## src/rtl/timer_scheduler.sv

```systemverilog
// Shared down-counting delay timer: round-robin arbitration among N_REQ
// level requesters, one-cycle gnt on load and one-cycle done on expiry.
module timer_scheduler #(
  parameter int N_REQ = 4,
  parameter int WIDTH = 32,
  localparam int OW = (N_REQ > 1) ? $clog2(N_REQ) : 1
) (
  input  logic                   clk,
  input  logic                   RST,
  input  logic [N_REQ-1:0]       req,
  input  logic [N_REQ*WIDTH-1:0] value,
  output logic [N_REQ-1:0]       gnt,
  output logic [N_REQ-1:0]       done,
  output logic                   busy,
  output logic [OW-1:0]          owner,
  output logic [WIDTH-1:0]       remaining
);

  typedef enum logic [1:0] {
    ST_IDLE,
    ST_COUNT,
    ST_DONE
  } state_t;

  state_t           state_q, state_d;
  logic [OW-1:0]    ptr_q, ptr_d;
  logic [OW-1:0]    owner_q, owner_d;
  logic [WIDTH-1:0] rem_q, rem_d;
  logic [N_REQ-1:0] gnt_q, gnt_d;
  logic [N_REQ-1:0] done_q, done_d;
  logic             busy_q, busy_d;

  logic             found;
  logic [OW-1:0]    pick;
  logic [OW-1:0]    cand;

  function automatic logic [OW-1:0] wrap_inc(input logic [OW-1:0] i);
    if (int'(i) == N_REQ - 1) return '0;
    return i + OW'(1);
  endfunction

  function automatic logic [N_REQ-1:0] onehot(input logic [OW-1:0] i);
    logic [N_REQ-1:0] v;
    v    = '0;
    v[i] = 1'b1;
    return v;
  endfunction

  // First set request at or after the pointer, wrapping at N_REQ.
  always_comb begin
    found = 1'b0;
    pick  = '0;
    cand  = '0;
    for (int j = 0; j < N_REQ; j++) begin
      cand = OW'((int'(ptr_q) + j) % N_REQ);
      if (!found && req[cand]) begin
        found = 1'b1;
        pick  = cand;
      end
    end
  end

  always_comb begin
    state_d = state_q;
    ptr_d   = ptr_q;
    owner_d = owner_q;
    rem_d   = rem_q;
    gnt_d   = '0;
    done_d  = '0;
    case (state_q)
      ST_IDLE: begin
        if (found) begin
          state_d = ST_COUNT;
          owner_d = pick;
          rem_d   = value[int'(pick)*WIDTH +: WIDTH];
          gnt_d   = onehot(pick);
        end
      end
      ST_COUNT: begin
        // A dropped request takes priority over expiry in the same cycle.
        if (!req[owner_q]) begin
          state_d = ST_IDLE;
          ptr_d   = wrap_inc(owner_q);
          rem_d   = '0;
        end else if (rem_q == '0) begin
          state_d = ST_DONE;
          ptr_d   = wrap_inc(owner_q);
          done_d  = onehot(owner_q);
        end else begin
          rem_d = rem_q - WIDTH'(1);
        end
      end
      ST_DONE: state_d = ST_IDLE;
      default: state_d = ST_IDLE;
    endcase
    busy_d = (state_d != ST_IDLE);
  end

  always_ff @(posedge clk or negedge RST) begin
    if (!RST) begin
      state_q <= ST_IDLE;
      ptr_q   <= '0;
      owner_q <= '0;
      rem_q   <= '0;
      gnt_q   <= '0;
      done_q  <= '0;
      busy_q  <= 1'b0;
    end else begin
      state_q <= state_d;
      ptr_q   <= ptr_d;
      owner_q <= owner_d;
      rem_q   <= rem_d;
      gnt_q   <= gnt_d;
      done_q  <= done_d;
      busy_q  <= busy_d;
    end
  end

  assign gnt       = gnt_q;
  assign done      = done_q;
  assign busy      = busy_q;
  assign owner     = owner_q;
  assign remaining = rem_q;

endmodule

```

## config.mk

```make
export PLATFORM = sky130hd
export DESIGN_NAME = timer_scheduler
export DESIGN_NICKNAME = d
export VERILOG_FILES = /design/src/rtl/timer_scheduler.sv
export SDC_FILE = /design/constraint.sdc
export NUM_CORES = 1
export LEC_CHECK = 0
export BUFFER_PORTS_ARGS = -buffer_cell sky130_fd_sc_hd__buf_2
export CAP_MARGIN = 40
export CELL_PAD_IN_SITES_DETAIL_PLACEMENT = 0
export CELL_PAD_IN_SITES_GLOBAL_PLACEMENT = 1
export CORE_MARGIN = 3
export CORE_UTILIZATION = 30
export CTS_CLUSTER_SIZE = 14
export DETAILED_ROUTE_END_ITERATION = 12
export PLACE_DENSITY_LB_ADDON = 0.2
export SYNTH_ARGS = -nofsm -noshare
export SYNTH_HDL_FRONTEND = slang
export SYNTH_SLANG_ARGS = --single-unit
```

## constraint.sdc

```tcl
create_clock -name clk -period 3 [get_ports clk]
set_clock_uncertainty 0.15 [all_clocks]
set_input_delay 0.15 -clock clk [delete_from_list [all_inputs] [get_ports clk]]
set_output_delay 0.15 -clock clk [all_outputs]
set_load 0.02 [all_outputs]
```

==> results of run 1 <==
==> layer usage <==
metal / vias up / global-route usage, % / share of wire, %
met4: 0 / 4.43 / 1.8
met1: 2102 / 33.6 / 43
li1: 2158 / - / -
met2: 245 / 35.6 / 46
met3: 21 / 4.46 / 9.6
met5: - / 0 / 0
==> sequential cells by signal (all words and copies together), names as in the netlist <==
signal	count
state_q	2
done	4
busy	1
ptr_q	2
owner	2
remaining	32
gnt	4
==> layout make-up <==
cell class	instances	area (sq um)
clock buffer	5	125
clock inverter	3	43.8
fill	1217	6550
inverter	8	30.0
multi-input combinational	378	2360
sequential	47	1180
tap	143	179
timing repair buffer	217	1240
==> cells in the final DEF, fill, tap and decap left out, types with 5 or more instances in the layout <==
master | netlist | final
a221o_1 | 6 | 6
and2_1 | 7 | 7
inv_1 | 8 | 8
buf_2 | 2 | 176
dfrtp_1 | 47 | 43
nor4_1 | 6 | 6
a211o_1 | 6 | 6
o21ai_0 | 34 | 34
a21oi_1 | 17 | 17
buf_4 | 0 | 37
and3_1 | 30 | 30
or3_1 | 7 | 7
o211ai_1 | 5 | 5
a311oi_1 | 9 | 9
mux2i_1 | 7 | 7
clkbuf_16 | 0 | 5
nor3_1 | 19 | 18
ha_1 | 5 | 5
a31oi_1 | 9 | 9
nand3_1 | 12 | 12
nand2_1 | 80 | 79
nor2_1 | 29 | 28
a211oi_1 | 29 | 29
a311o_1 | 12 | 12
==> worst paths after layout <==
kind / cells past startpoint / startpoint / end
setup / recovery: 9 / remaining[0] / ptr_q[0]
hold / removal: 4 / value[50] / remaining[18]
setup reg to reg: 9 / remaining[0] / ptr_q[0]
hold reg to reg: 2 / remaining[23] / remaining[23]
max in group asynchronous: 4 / RST / owner[1]
min in group asynchronous: 2 / RST / remaining[29]
==> worst max-delay path, stage by stage (launching register included) <==
cell     delay (ps)
dfrtp_1         420
inv_1           110
ha_1            220
or4b_2          680
nor4b_2         240
buf_4           190
nand2_1         120
o31ai_2         240
nand2_1         130
mux2_2          300
==> metrics by stage <==
stage               setup TNS, ps  hold WS (ps)  std cells  cell area (sq um)  setup slack (ps)
floorplan                   -23.8          -296        468               3690             -23.8
global placement                0           168        791               4920              63.7
detailed placement              0         -30.3        792               4950              25.8
CTS                             0          96.7        801               5130              4.13
global route                -71.9           160        801               5160             -36.8
finish                          0           105        801               5160              91.0
==> where the power goes <==
part	internal [mW]	switching (mW)
Clock	0.394	0.261
Combinational	1.34	2.11
Sequential	0.908	0.277
==> cells by family (layout without fill, tap and decap cells) <==
kind of cell	Yosys count	count (layout)	share of synthesized area (%)
and+or+nand+nor	213	213	28.7
buffers and inverters	43	233	4.86
muxes	10	10	3.13
DFF	47	47	32.0
AOI/OAI and AO/OA	150	150	29.6
adders and majority gates	5	5	1.70
==> what timing repair did <==
item / CTS / global route
hold endpoints to repair: 16 / 0
resized for setup: 0 / 5
setup buffers: 0 / 0
endpoints found under the setup margin: 0 / 22
hold buffers: 1 / 0
==> impl_metrics.yaml, run 1 <==
outcome:
  status: "completed"
timing:
  fmax_mhz: 344
  worst_pin_slew_ps: 740
  timing.final.crit_share_pct: 97.0
  maxSlewHeadroom_pct: 50.3
  maxSlewViolCount: 0
  hold_viol_final: 0
  setup_viol: 0
  layout_min_cycle_time_ps: 2910
cells_and_area:
  drive_above_1_share_pct: 37.4
  nets: 796
  area_growth_pct: 40.2
  final_core_util_pct: 44.0
  diodes: 0
clocking:
  h-tree-depth: 2
  clk_latency_ps: 290
  cts_root_buffer: "clkbuf_16"
  path_clk_slew_ps: 70
  cts_tree: "yes"
  clock_sinks: 47
  ctsLongestPathBuffers: 2
  cts_buffers: 5
global_route:
  grt_overflow: 0
  grt.total_usage_pct: 23.0
  grt_pass1_wl_um: 24300
  grt_max_degree: 32
  antenna_found_initial: 0
  grt_pass1_vias: 4443
yosys:
  synth_top_cell_by_area: "dfrtp_1"
  synthFlopType: "dfrtp_1"
  synth_top_area_share_pct: 32.0
  synthTopCellsByCount: "nand2_1 (80), dfrtp_1 (47), o21ai_0 (34)"
  synthCells: 468
  yosysWarnings: 0
  yosysMostFrequentCell: "nand2_1"
  async_flop_share_pct: 100
  synth.area.top_cells: "dfrtp_1 (32%), nand2_1 (8.2%), a211oi_1 (5.9%)"
  synth_area_per_cell_sq_um: 7.86
  synth_cell_type_count: 55
  ys_ff_latch: 47
  synth_edf_count: 0
  synth_nets: 607
  synthesis.area_sq_um: 3680
  ys_seq_area_share_pct: 32.0
die:
  die_w_um: 117
  die_area_sq_um: 13600
  ios: 177
  die_h_um: 117
  coreArea_sq_um: 11700
  initial_core_util_pct: 31.4
  rows: 39
worst_setup_path:
  critPathMaxFanout: 8
  rrSetupSlack_ps: 90
  crit_type: "reg -> reg"
  cp-end-kind: "flop"
  required_ps: 3030
  critPathLaunchType: "flop"
  arrival_ps: 2940
drt:
  drc: 0
  finalWirelength_um: 15900
  first_pass_iters: 5
  avgViaCountPerCell: 5.65
  wl_per_cell_um: 19.9
  vias: 4526
  drt_iter0_markers: 290
  ant_nets: 0
power:
  irDropWorstVdd_v: 0.000338
  p_leak_nw: 2.53
  power_density_nw_per_um2: 1030
  power.total_mw: 5.29
place:
  dp_hpwl_um: 12800
  gp_congestion: 0.973
  io_buffers: 176
worst_hold_path:
  hold_class: "in -> reg"
flow_run:
  drv_cap: 0
Note: power is estimated with default switching activity, not from simulation.
==> inputs of run 2 (changes only) <==
clock period = 2.5 ns   (was 3 ns; I/O delays follow)
==> impl_metrics.yaml, run 2 (same netlist as run 1, synthesis figures left out) <==
outcome:
  status: "finished with violations"
  violations: "setup timing"
worst_setup_path:
  cp_slowest_stage_delay_ps: 590
  rrSetupSlack_ps: -410
  critPathLaunchType: "flop"
  rr_worst_depth: 8
  cp_num_buf_inv: 2
  r2r_end: "remaining[15]"
  required_ps: 2520
  crit_path_end: "remaining[15]"
  path_depth: 8
  crit_slowest_cell: "or4b_4"
  critPathMaxFanout: 7
  crit_start: "remaining[14]"
  crit_family: "simple AND/OR/NAND/NOR gates"
  arrival_ps: 2930
  r2r-start: "remaining[14]"
  cp-end-kind: "flop"
  crit_type: "reg -> reg"
  cp_cell_sequence: "or4_4 > or4b_4 > or3_4 > buf_6 > o21ai_4 > buf_6 > or4_4 > nand3_2"
cells_and_area:
  nets: 852
  layout_commonest_cell: "buf_2"
  drive_above_1_share_pct: 46.4
  final_core_util_pct: 49.4
  fillCellCount: 1177
  largest_register_ffs: 32
  area_growth_pct: 57.3
  instances_no_fill: 858
  layout_common_cells: "buf_2 (176), buf_4 (82), nand2_1 (73), dfrtp_1 (41), and3_1 (30)"
drt:
  vias: 4826
  drc: 0
  finalWirelength_um: 16900
  ant_nets: 0
  wl_per_cell_um: 19.7
  avgViaCountPerCell: 5.62
  drt_iter0_markers: 375
  first_pass_iters: 5
place:
  dp_hpwl_um: 13400
  io_buffers: 176
  place_ws_ps: -473
  gp_congestion: 0.949
  place_inst: 836
timing:
  fmax_mhz: 344
  timing.final.crit_share_pct: 116
  setup_viol: 40
  hold_viol_final: 0
  maxSlewHeadroom_pct: 60.7
  worst_pin_slew_ps: 590
  layout_min_cycle_time_ps: 2910
  rsz0062_at_grt: "true"
  maxSlewViolCount: 0
  fin_ws_ps: -408
  fin_tns_setup_ps: -11760
die:
  die_area_sq_um: 13600
  die_h_um: 117
  initial_core_util_pct: 31.4
  rows: 39
  die_w_um: 117
  coreArea_sq_um: 11700
  ios: 177
clocking:
  h-tree-depth: 2
  clock_sinks: 47
  cts_buffers: 5
  ctsLongestPathBuffers: 2
  cts_root_buffer: "clkbuf_16"
  path_clk_slew_ps: 70
  cts_tree: "yes"
  clk_latency_ps: 290
global_route:
  grt_pass1_wl_um: 25700
  antenna_found_initial: 0
  grt_max_degree: 40
  grt_overflow: 0
  grt_pass1_vias: 4712
  grt.total_usage_pct: 24.4
power:
  power.total_mw: 7.29
  power_density_nw_per_um2: 1260
  irDropWorstVdd_v: 0.000421
  p_leak_nw: 2.91
worst_hold_path:
  hold_class: "in -> reg"
  worstHoldStart: "value[50]"
flow_run:
  drv_cap: 0
[run 2: cell types whose count changed in the layout (fill, tap and decap cells not counted), moves of 6 or more]
| cell | delta |
|---|---|
| buf_4 | +45 |
| buf_6 | +11 |
| nand2_1 | -6 |
| o21ai_0 | -13 |
| o21ai_2 | +9 |
[run 2: cell type report]
| class | count | area (sq um) | area share, % |
|---|---|---|---|
| Antenna cell | 1 | 2.50 | 0.0432 |
| Multi-Input combinational cell | 378 | 2510 | 43.4 |
| Inverter | 8 | 30.0 | 0.519 |
| Clock buffer | 6 | 129 | 2.23 |
| Timing Repair Buffer | 273 | 1690 | 29.2 |
| Tap cell | 143 | 179 | 3.09 |
| Sequential cell | 47 | 1180 | 20.4 |
| Clock inverter | 2 | 60.1 | 1.04 |
[run 2: routing by layer]
layer,track usage [%],vias to the layer above,share of wire [%]
li1,-,2274,-
met1,34.6,2312,44
met2,38.9,220,46
met3,4.66,20,7.8
met4,4.82,0,1.5
met5,0,-,0
[run 2: worst register-to-register path, stage by stage, from the launching register on]
cell and delay [ps]:
dfrtp_2 400, or4_4 550, or4b_4 590, or3_4 380, buf_6 130, o21ai_4 200, buf_6 180, or4_4 140
nand3_2 60
[run 2: per-stage QoR]
step           area, sq um  hold slack, ps
2_1_floorplan         3740            -321
3_3_place_gp          5300           -30.0
3_5_place_dp          5300           -38.7
4_1_cts               5630            53.4
5_1_grt               5790             105
6_report              5790            55.9
[run 2: report_power, final]
group | internal (mW) | total, mW | switching (mW)
combinational | 2.15 | 5.09 | 2.94
clock | 0.574 | 0.868 | 0.294
sequential | 1.09 | 1.33 | 0.240
total | 3.81 | 7.29 | 3.47
[run 2: how the worst min path moves through the flow]
stage                         end  slack [ps]  cells past startpoint
CTS                 remaining[18]          50                      4
floorplan                    busy        -320                      0
detailed placement  remaining[29]         -40                      1
global route        remaining[18]         100                      4
global placement    remaining[31]         -30                      1
finish              remaining[18]          60                      4
[run 2: repair_timing]
item,in CTS,in global routing
gates resized for setup,35,28
endpoints found under the setup margin,40,40
cloned,1,0
hold buffers,1,0
pin swaps,15,17
buffers inserted,6,5
hold endpoints to repair,18,0
